<file path="src/rtl/gray_pkg.sv">
// gray_pkg: shared modes, states and luma coefficients for the grayscale stream
package gray_pkg;
  typedef enum logic [1:0] {SHIFT, BT601, AVG, GREEN} gray_mode_t;
  typedef enum logic [1:0] {IDLE, CONV, DONE} gray_state_t;
  localparam int unsigned C_R = 77;
  localparam int unsigned C_G = 150;
  localparam int unsigned C_B = 29;
  localparam int unsigned C_AVG = 85;
endpackage

</file>
<file path="src/rtl/gray_lane_conv.sv">
// gray_lane_conv: combinational single-pixel luma conversion with saturation flag
module gray_lane_conv import gray_pkg::*; #(
  parameter int CH_W = 8
) (
  input  logic [3*CH_W-1:0] pixel,
  input  gray_mode_t        mode,
  output logic [CH_W-1:0]   gray,
  output logic              sat
);
  localparam int W = CH_W + 9;
  logic [W-1:0] r, g, b, val;
  assign r = W'(pixel[3*CH_W-1:2*CH_W]);
  assign g = W'(pixel[2*CH_W-1:CH_W]);
  assign b = W'(pixel[CH_W-1:0]);
  // one shared width wide enough for every mode keeps all sums exact
  assign val = mode == SHIFT ? (r >> 2) + (g >> 1) + (g >> 2) + (b >> 4) :
               mode == BT601 ? (W'(C_R) * r + W'(C_G) * g + W'(C_B) * b) >> 8 :
               mode == AVG   ? ((r + g + b) * W'(C_AVG)) >> 8 : g;
  assign sat  = |val[W-1:CH_W];
  assign gray = sat ? '1 : val[CH_W-1:0];
endmodule

</file>
<file path="src/rtl/grayscale_stream.sv">
// grayscale_stream: buffered RGB-to-gray converter, one lane per cycle; GRAYSCALE_SAT_COUNT_EN adds sat_count
module grayscale_stream import gray_pkg::*; #(
  parameter int NUM_PIX = 4,
  parameter int CH_W    = 8
) (
  input  logic                             clk,
  input  logic                             rst,
  input  logic                             in_valid,
  output logic                             in_ready,
  input  logic [NUM_PIX-1:0][3*CH_W-1:0]   in_pixel_buffer,
  input  logic [1:0]                       mode,
  output logic                             out_valid,
  input  logic                             out_ready,
  output logic [NUM_PIX-1:0][CH_W-1:0]     gray_pixel,
  output logic                             busy
`ifdef GRAYSCALE_SAT_COUNT_EN
  , output logic [$clog2(NUM_PIX+1)-1:0]   sat_count
`endif
);
  localparam int IW = NUM_PIX > 1 ? $clog2(NUM_PIX) : 1;
  localparam logic [IW-1:0] LAST = IW'(NUM_PIX - 1);
  gray_state_t state, state_n;
  logic [IW-1:0] idx;
  logic [NUM_PIX-1:0][3*CH_W-1:0] cap;
  gray_mode_t cap_mode;
  logic [NUM_PIX-1:0][CH_W-1:0] res, res_n;
  logic [CH_W-1:0] lane_gray;
  logic accept, last;
  assign in_ready = state == IDLE || (state == DONE && out_ready);
  assign accept   = in_valid && in_ready;
  assign busy     = state != IDLE;
  assign last     = idx == '0;
  always_comb begin
    res_n = res;
    res_n[idx] = lane_gray;
  end
  always_comb begin
    state_n = state == IDLE ? (accept ? CONV : IDLE) :
              state == CONV ? (last ? DONE : CONV) :
              out_ready     ? (in_valid ? CONV : IDLE) : DONE;
  end
`ifdef GRAYSCALE_SAT_COUNT_EN
  localparam int SW = $clog2(NUM_PIX + 1);
  logic lane_sat;
  logic [NUM_PIX-1:0] res_sat, res_sat_n;
  logic [SW-1:0] sat_n;
  always_comb begin
    res_sat_n = res_sat;
    res_sat_n[idx] = lane_sat;
    sat_n = '0;
    for (int i = 0; i < NUM_PIX; i++) sat_n = sat_n + SW'(res_sat_n[i]);
  end
  always_ff @(posedge clk) begin
    if (rst) begin
      res_sat   <= '0;
      sat_count <= '0;
    end else if (state == CONV) begin
      res_sat <= res_sat_n;
      if (last) sat_count <= sat_n;
    end
  end
  gray_lane_conv #(.CH_W(CH_W)) u_conv (
    .pixel(cap[idx]), .mode(cap_mode), .gray(lane_gray), .sat(lane_sat)
  );
`else
  gray_lane_conv #(.CH_W(CH_W)) u_conv (
    .pixel(cap[idx]), .mode(cap_mode), .gray(lane_gray), .sat()
  );
`endif
  always_ff @(posedge clk) begin
    if (rst) begin
      state      <= IDLE;
      idx        <= LAST;
      cap        <= '0;
      cap_mode   <= SHIFT;
      res        <= '0;
      gray_pixel <= '0;
      out_valid  <= 1'b0;
    end else begin
      state <= state_n;
      if (accept) begin
        cap      <= in_pixel_buffer;
        cap_mode <= gray_mode_t'(mode);
        idx      <= LAST;
      end
      if (state == DONE && out_ready) out_valid <= 1'b0;
      if (state == CONV) begin
        res <= res_n;
        idx <= last ? LAST : idx - 1'b1;
        if (last) begin
          gray_pixel <= res_n;
          out_valid  <= 1'b1;
        end
      end
    end
  end
endmodule

</file>
<file path="config.mk">
export PLATFORM = sky130hd
export DESIGN_NAME = grayscale_stream
export DESIGN_NICKNAME = d
export VERILOG_FILES = /design/src/rtl/gray_pkg.sv /design/src/rtl/gray_lane_conv.sv /design/src/rtl/grayscale_stream.sv
export SDC_FILE = /design/constraint.sdc
export NUM_CORES = 1
export LEC_CHECK = 0
export ABC_AREA = 1
export BUFFER_PORTS_ARGS = -buffer_cell sky130_fd_sc_hd__buf_2
export CORE_AREA = 2 2 157 159
export DETAILED_ROUTE_END_ITERATION = 6
export DIE_AREA = 0 0 159 161
export GPL_TIMING_DRIVEN = 0
export PLACE_DENSITY = 0.77
export SLEW_MARGIN = 20
export SYNTH_ARGS = -nofsm -noshare
export SYNTH_HDL_FRONTEND = slang
export SYNTH_SLANG_ARGS = --single-unit
</file>
<file path="constraint.sdc">
create_clock -name clk -period 7.19 [get_ports clk]
set_input_delay 1.0785 -clock clk [delete_from_list [all_inputs] [get_ports clk]]
set_output_delay 1.0785 -clock clk [all_outputs]
set_load 0.02 [all_outputs]
</file>
* Yosys cells after proc, flatten, opt, wreduce, memory -nomap -nowiden
Index checks and enable logic that the tools add are counted.
** Cells by class
- Reductions and logical operators :: 11
- Shifts and indexed selects :: 0
- Add/sub/neg operators :: 8
- Multiplexer cells :: 21
- Equal/unequal tests :: 4
- Magnitude comparators :: 2
- Div/mod/pow operators :: 0
- $mul :: 4
- Bitwise gates (word level) :: 0
** Operator list (count)
- $bmux W24 S2 :: 1
- $add A17 B17 Y17 :: 2
- $bwmux W32 :: 1
- $mul A7 B8 Y15 const A :: 2
- $mux W24 :: 1
- $mux W9 :: 2
- $add A17 B4 Y17 :: 1
- $add A17 B6 Y17 :: 1
- $add A17 B8 Y17 :: 1
- $mul A17 B7 Y17 const B :: 1
- $mux W17 :: 1
- $demux W8 S2 :: 1
- $mux W8 :: 2
- $mux W2 :: 7
- $mul A5 B8 Y13 const A :: 1
- $add A8 B8 Y9 :: 1
- $reduce_or A9 Y1 :: 1
- $add A6 B7 Y8 :: 1
- $logic_not A2 Y1 :: 3
- $mux W1 :: 5
- $eq A2 B1 Y1 const B :: 2
- $eq A2 B2 Y1 const B :: 2
- $reduce_bool A2 Y1 :: 2
- $logic_and A1 B1 Y1 :: 3
- 5 further kinds :: 5
** Storage, ports and cells
- RAM bits :: 0
- Output and inout port bits :: 35
- Bits in latches :: 0
- Word-level logic and storage cells :: 66
- Memory bits (read-only) :: 0
- Flip-flop bits (word level) :: 167
- Input port bits :: 102
- Memories kept :: 0

* Depth between registers and ports, before layout
- Word-level depth :: 11
- Depth in mapped cells :: 40

* Hierarchy
Synthesis repeated with hierarchy kept, for this count alone.
** Second synthesis, totals
- Cells, all modules :: 1792
- Area total of the unflattened synthesis :: 13252.7 um2
** Modules (own cells, without submodules)
- grayscale_stream :: area an instance 6805.3 um2, cells an instance 926, seq. area each 3183.1 um2, instances 1
- gray_lane_conv :: area an instance 6447.4 um2, cells an instance 866, seq. area each 0.0 um2, instances 1

* Least setup slack after synthesis
No wires, ideal clock.
- Kind :: reg-to-reg
- Start point :: register idx[0]
- End point :: register gray_pixel[26] (netlist bit)
- Stages on the path, launching flop included :: 41
- Arrival :: 6.915 ns
- Path slack :: 0.161 ns
- Data required time :: 7.076 ns
- Clock period less this slack :: 7.029 ns
- Cell sequence :: dfxtp_1 > buf_6 > inv_4 > clkbuf_1 > clkbuf_1 > clkbuf_1 > o21ai_0 > o22ai_1 > ha_1 > a21oi_1 > nand2_1 > xnor2_1 > inv_1 > ha_1 > nand2_1 > o21ai_0 > a21oi_1 > o21bai_1 > [... 5 more ...] > ha_1 > ha_1 > ha_1 > ha_1 > ha_1 > nand2_1 > nor3_1 > nand3_1 > nand3_1 > nand2_1 > nand3_1 > nand2_1 > a21oi_4 > nand2_1 > nand2_1 > o21ai_1 > o21bai_1 > inv_1
** Between the ends
- Cells in the longest elaborated chain, start to end :: 11
** RTL lines
- from (decl) :: RTL line grayscale_stream.sv:23 : logic [IW-1:0] idx;
- from (signal assigned) :: RTL line grayscale_stream.sv:89 : idx <= last ? LAST : idx - 1'b1;
- $bmux W24 S2 :: RTL line grayscale_stream.sv:67 : .pixel(cap[idx]), .mode(cap_mode), .gray(lane_gray), .sat()
- $mux W24 (implied by the code) :: RTL line grayscale_stream.sv:67
- $add A8 B8 Y9 :: RTL line gray_lane_conv.sv:18 : mode == AVG ? ((r + g + b) * W'(C_AVG)) >> 8 : g;
- $add A17 B8 Y17 :: RTL line gray_lane_conv.sv:18
- $mul A17 B7 Y17 :: RTL line gray_lane_conv.sv:18
- $mux W9 :: RTL line gray_lane_conv.sv:18
- $mux W9 :: RTL line gray_lane_conv.sv:17 : mode == BT601 ? (W'(C_R) * r + W'(C_G) * g + W'(C_B) * b) >> 8 :
- $mux W17 :: RTL line gray_lane_conv.sv:16 : assign val = mode == SHIFT ? (r >> 2) + (g >> 1) + (g >> 2) + (b >> 4) :
- $reduce_or A9 Y1 :: RTL line gray_lane_conv.sv:19 : assign sat = |val[W-1:CH_W];
- $mux W8 :: RTL line gray_lane_conv.sv:20 : assign gray = sat ? '1 : val[CH_W-1:0];
- $bwmux W32 :: RTL line grayscale_stream.sv:35 : res_n[idx] = lane_gray;
- to (signal assigned) :: RTL line grayscale_stream.sv:91 : gray_pixel <= res_n;
- to (decl) :: RTL line grayscale_stream.sv:14 : output logic [NUM_PIX-1:0][CH_W-1:0] gray_pixel,
Several ways; a longest one is shown, not always the timed one. The select of a mux whose other input is x is not followed.
A chain may end at the register's enable or synchronous reset.

* Worst setup path after layout
- Start point :: register idx[0]
- End point :: register gray_pixel[17] (netlist bit)
Same word-level chain as after synthesis.

==> run_summary.xml <==
<?xml version="1.0" encoding="UTF-8"?>
<metrics>
  <group name="run_status">
    <metric name="run_status" unit="">completed</metric>
  </group>
  <group name="route">
    <metric name="detail_route.wl_per_cell" unit="microns">16.9</metric>
    <metric name="firstDrtPassIters" unit="">5</metric>
    <metric name="initialDrtViolationCount" unit="">934</metric>
    <metric name="drt_drc_violations_left" unit="">0</metric>
    <metric name="finalWirelength" unit="mm">39.1</metric>
    <metric name="ant_nets" unit="">0</metric>
    <metric name="detailed_route_vias_per_instance" unit="">5.47</metric>
    <metric name="vias" unit="">12652</metric>
  </group>
  <group name="critical_path">
    <metric name="cp_max_fo" unit="">10</metric>
    <metric name="crit_path_top_delay_cell" unit="">fa_1</metric>
    <metric name="timing_worst_setup_path_type" unit="">reg -&gt; reg</metric>
    <metric name="cp-start-kind" unit="">register</metric>
    <metric name="reg2reg_depth" unit="">38</metric>
    <metric name="critPathMaxStageDelay" unit="ns">0.56</metric>
    <metric name="crit_path_end_kind" unit="">register</metric>
    <metric name="critical_path_arrival" unit="ns">7.25</metric>
    <metric name="critical_path_required" unit="ns">7.51</metric>
    <metric name="cp_common_cell" unit="">nand2_1</metric>
    <metric name="r2r_setup_slack" unit="ns">0.26</metric>
  </group>
  <group name="logic_synthesis">
    <metric name="synth.yosys.warnings" unit="">0</metric>
    <metric name="sequential_element_share_of_the_synthesized_area" unit="">0.245</metric>
    <metric name="synth_top_area_frac" unit="">0.245</metric>
    <metric name="synthAdderAreaFrac" unit="">0.267</metric>
    <metric name="synthesis.area" unit="sq um">13000</metric>
    <metric name="synthesis.instances" unit="">1781</metric>
    <metric name="post_synth_num_cell_types" unit="">40</metric>
    <metric name="yosys.area_share.simple" unit="">0.187</metric>
    <metric name="synth_compound_area_frac" unit="">0.169</metric>
    <metric name="synth_top_cell_by_area" unit="">dfxtp_1</metric>
    <metric name="synth_top_family_by_area" unit="">adder cells</metric>
    <metric name="post_synth_xor_area_fraction" unit="">0.0384</metric>
    <metric name="mappedNetlistNets" unit="">2127</metric>
    <metric name="avg_cell_area_syn" unit="sq um">7.31</metric>
    <metric name="synth_mux_area_frac" unit="">0</metric>
    <metric name="flip_flop_and_latch_count_after_synthesis" unit="">159</metric>
    <metric name="synth_top_cells_by_area" unit="">dfxtp_1 (24%), ha_1 (18%), fa_1 (8.6%)</metric>
  </group>
  <group name="timing">
    <metric name="min_period_over_period" unit="">0.963</metric>
    <metric name="final_setup_violation_count" unit="">0</metric>
    <metric name="number_of_hold_slack_violations_in_the_final_timing_report" unit="">0</metric>
    <metric name="fin_skew" unit="ns">0.0137</metric>
    <metric name="drv_slew" unit="">0</metric>
    <metric name="fmax" unit="GHz">0.144</metric>
    <metric name="timing.slew.headroom" unit="">0.447</metric>
    <metric name="tightestPinTransition" unit="ns">0.829</metric>
    <metric name="fin_crit" unit="ns">6.93</metric>
  </group>
  <group name="finish">
    <metric name="multi_input_area" unit="sq um">9150</metric>
    <metric name="seqCellArea" unit="sq um">3190</metric>
    <metric name="postLayoutCoreUtil" unit="">0.655</metric>
    <metric name="fin_area" unit="sq um">15700</metric>
    <metric name="final.fill_count" unit="">2050</metric>
    <metric name="post_layout_nonfiller_instances" unit="">2314</metric>
    <metric name="area.growth.synth_to_final" unit="%">20.5</metric>
    <metric name="layout_commonest_cell" unit="">nor2_1</metric>
    <metric name="fin_nets" unit="">2323</metric>
    <metric name="final_cell_mix" unit="">nor2_1 (258), inv_1 (244), nand2_1 (222)</metric>
    <metric name="antennaDiodeCount" unit="">0</metric>
    <metric name="share_of_post_route_cells_with_drive_strength_above_1" unit="">0.165</metric>
  </group>
  <group name="cts">
    <metric name="tritoncts.num_buffers" unit="">17</metric>
    <metric name="clock-root-buffer" unit="">clkbuf_16</metric>
    <metric name="cts_buffer_depth" unit="">2</metric>
    <metric name="tritoncts" unit="">done</metric>
    <metric name="clkSlewWorstSetupHoldPaths" unit="ns">0.07</metric>
    <metric name="cts.htree.levels" unit="">4</metric>
    <metric name="insertion_delay_of_the_later_clocked_pin_in_the_worst_skew_pair" unit="ns">0.42</metric>
    <metric name="ctsHoldBuffers" unit="">0</metric>
    <metric name="cts.sinks" unit="">159</metric>
  </group>
  <group name="floorplanning">
    <metric name="core_area" unit="sq um">24000</metric>
    <metric name="chipWidth" unit="microns">159</metric>
    <metric name="floorplan.rows" unit="">57</metric>
    <metric name="die_y" unit="microns">161</metric>
    <metric name="floorplan.die_area" unit="sq um">25600</metric>
    <metric name="initial_utilization" unit="">0.543</metric>
    <metric name="pin_count" unit="">137</metric>
  </group>
  <group name="placement">
    <metric name="post_dp_cell_area" unit="sq um">14100</metric>
    <metric name="placed_cells" unit="">2243</metric>
    <metric name="buffer_ports.inserted" unit="">135</metric>
    <metric name="placer_congestion_estimate" unit="">0.950</metric>
    <metric name="hpwl" unit="mm">29.5</metric>
  </group>
  <group name="grt">
    <metric name="grt_start_max_net_pins" unit="">17</metric>
    <metric name="grt_pass1_wl" unit="mm">60.8</metric>
    <metric name="groute.usage.overall" unit="">0.296</metric>
    <metric name="grt_antenna_before_repair" unit="">0</metric>
    <metric name="grt_pass1_vias" unit="">12166</metric>
    <metric name="global_route.overflow_total" unit="">0</metric>
  </group>
  <group name="hold_path">
    <metric name="hp-class" unit="">reg -&gt; reg</metric>
    <metric name="holdPathStages" unit="">2</metric>
  </group>
  <group name="flow_run">
    <metric name="max_cap_violations" unit="">0</metric>
  </group>
</metrics>
[routing by layer]
metal | GRT usage | wire, microns | vias up
met4 | 0.117 | 1380 | 0
met5 | 0 | 0 | -
met3 | 0.0329 | 2520 | 104
met2 | 0.521 | 18700 | 533
li1 | - | - | 6180
met1 | 0.374 | 16500 | 5835
[cell usage after synthesis]
| master | n |
|---|---|
| o41ai_1 | 1 |
| o211ai_1 | 8 |
| a21oi_4 | 1 |
| ha_1 | 188 |
| dfxtp_1 | 159 |
| nor2_2 | 1 |
| nand4_1 | 3 |
| xnor2_1 | 19 |
| nand2_1 | 228 |
| inv_4 | 1 |
| clkbuf_1 | 61 |
| o21ai_1 | 6 |
| or3_1 | 2 |
| fa_1 | 56 |
| nor4_1 | 3 |
| buf_6 | 4 |
| buf_2 | 2 |
| and2_1 | 1 |
| inv_2 | 1 |
| o21ai_0 | 202 |
| o21bai_1 | 11 |
| a31oi_1 | 1 |
| nand3_1 | 65 |
| nor3_1 | 6 |
| or2_2 | 18 |
| o22ai_1 | 9 |
| a32oi_1 | 10 |
| xor2_1 | 38 |
| nand3b_1 | 4 |
| inv_1 | 245 |
| a21oi_1 | 133 |
| o21ai_2 | 2 |
| a21o_1 | 12 |
| o21a_1 | 3 |
| a221oi_1 | 1 |
| a21boi_0 | 1 |
| nor2_1 | 262 |
| nand2_2 | 5 |
| buf_1 | 4 |
| a211oi_1 | 4 |
[cells by family after synthesis]
logic type | after synthesis
DFF | 159
buffers and inverters | 318
xor gates and xnor gates | 57
and+or+nand+nor | 598
adders and majority gates | 244
AOI/OAI and AO/OA | 405
[final cells by class]
| cell class | instances | share of cell area |
|---|---|---|
| clock buffers | 18 | 0.0274 |
| well taps | 324 | 0.0258 |
| plain buffers | 71 | 0.0244 |
| flip-flops and latches | 159 | 0.203 |
| repair buffers | 177 | 0.0637 |
| clock inverters | 14 | 0.0127 |
| multi-input cells | 1304 | 0.584 |
| inverters | 247 | 0.0593 |
[stage by stage]
| step | hold slack [ns] | setup TNS [ns] | setup WS (ns) |
|---|---|---|---|
| 4_1_cts | 0.454 | -0.00882 | -0.00882 |
| 2_1_floorplan | 0.425 | 0 | 0.161 |
| 6_report | 0.452 | 0 | 0.263 |
| 3_5_place_dp | 0.440 | -104.31 | -1.99 |
| 3_3_place_gp | 0.436 | -92.39 | -1.79 |
| 5_1_grt | 0.480 | -2.09 | -0.138 |
[registers in the layout, indices dropped and copies added, names as in the netlist]
register and count:
cap 96, gray_pixel 32, res 24, cap_mode 2, idx 2, state 2
out_valid 1
[path summary, 6_finish.rpt]
path / start / to
worst max register to register: idx[0] / gray_pixel[17]
worst min-delay path: gray_pixel[1] / gray_pixel[1]
worst min register to register: gray_pixel[1] / gray_pixel[1]
worst max-delay path: idx[0] / gray_pixel[17]
[critical path, delay by kind of cell (launching register included)]
kind | cells | cell delay (ns)
adder cells (fa/ha/maj) | 6 | 2.14
AND/OR/NAND/NOR | 13 | 1.41
buffers and inverters | 10 | 1.14
flip-flops | 1 | 0.34
XOR/XNOR | 1 | 0.17
AO/OA/AOI/OAI | 8 | 1.61
[repair_timing]
item,CTS,global route
buffers inserted,12,26
endpoints found under the setup margin,56,56
pin swaps,11,23
gates resized for setup,64,92
endpoints found under the hold margin,0,0
Power is left out: the tool's default activity adds up to more than one toggle a clock period on the data nets, which glitch-free logic cannot reach.
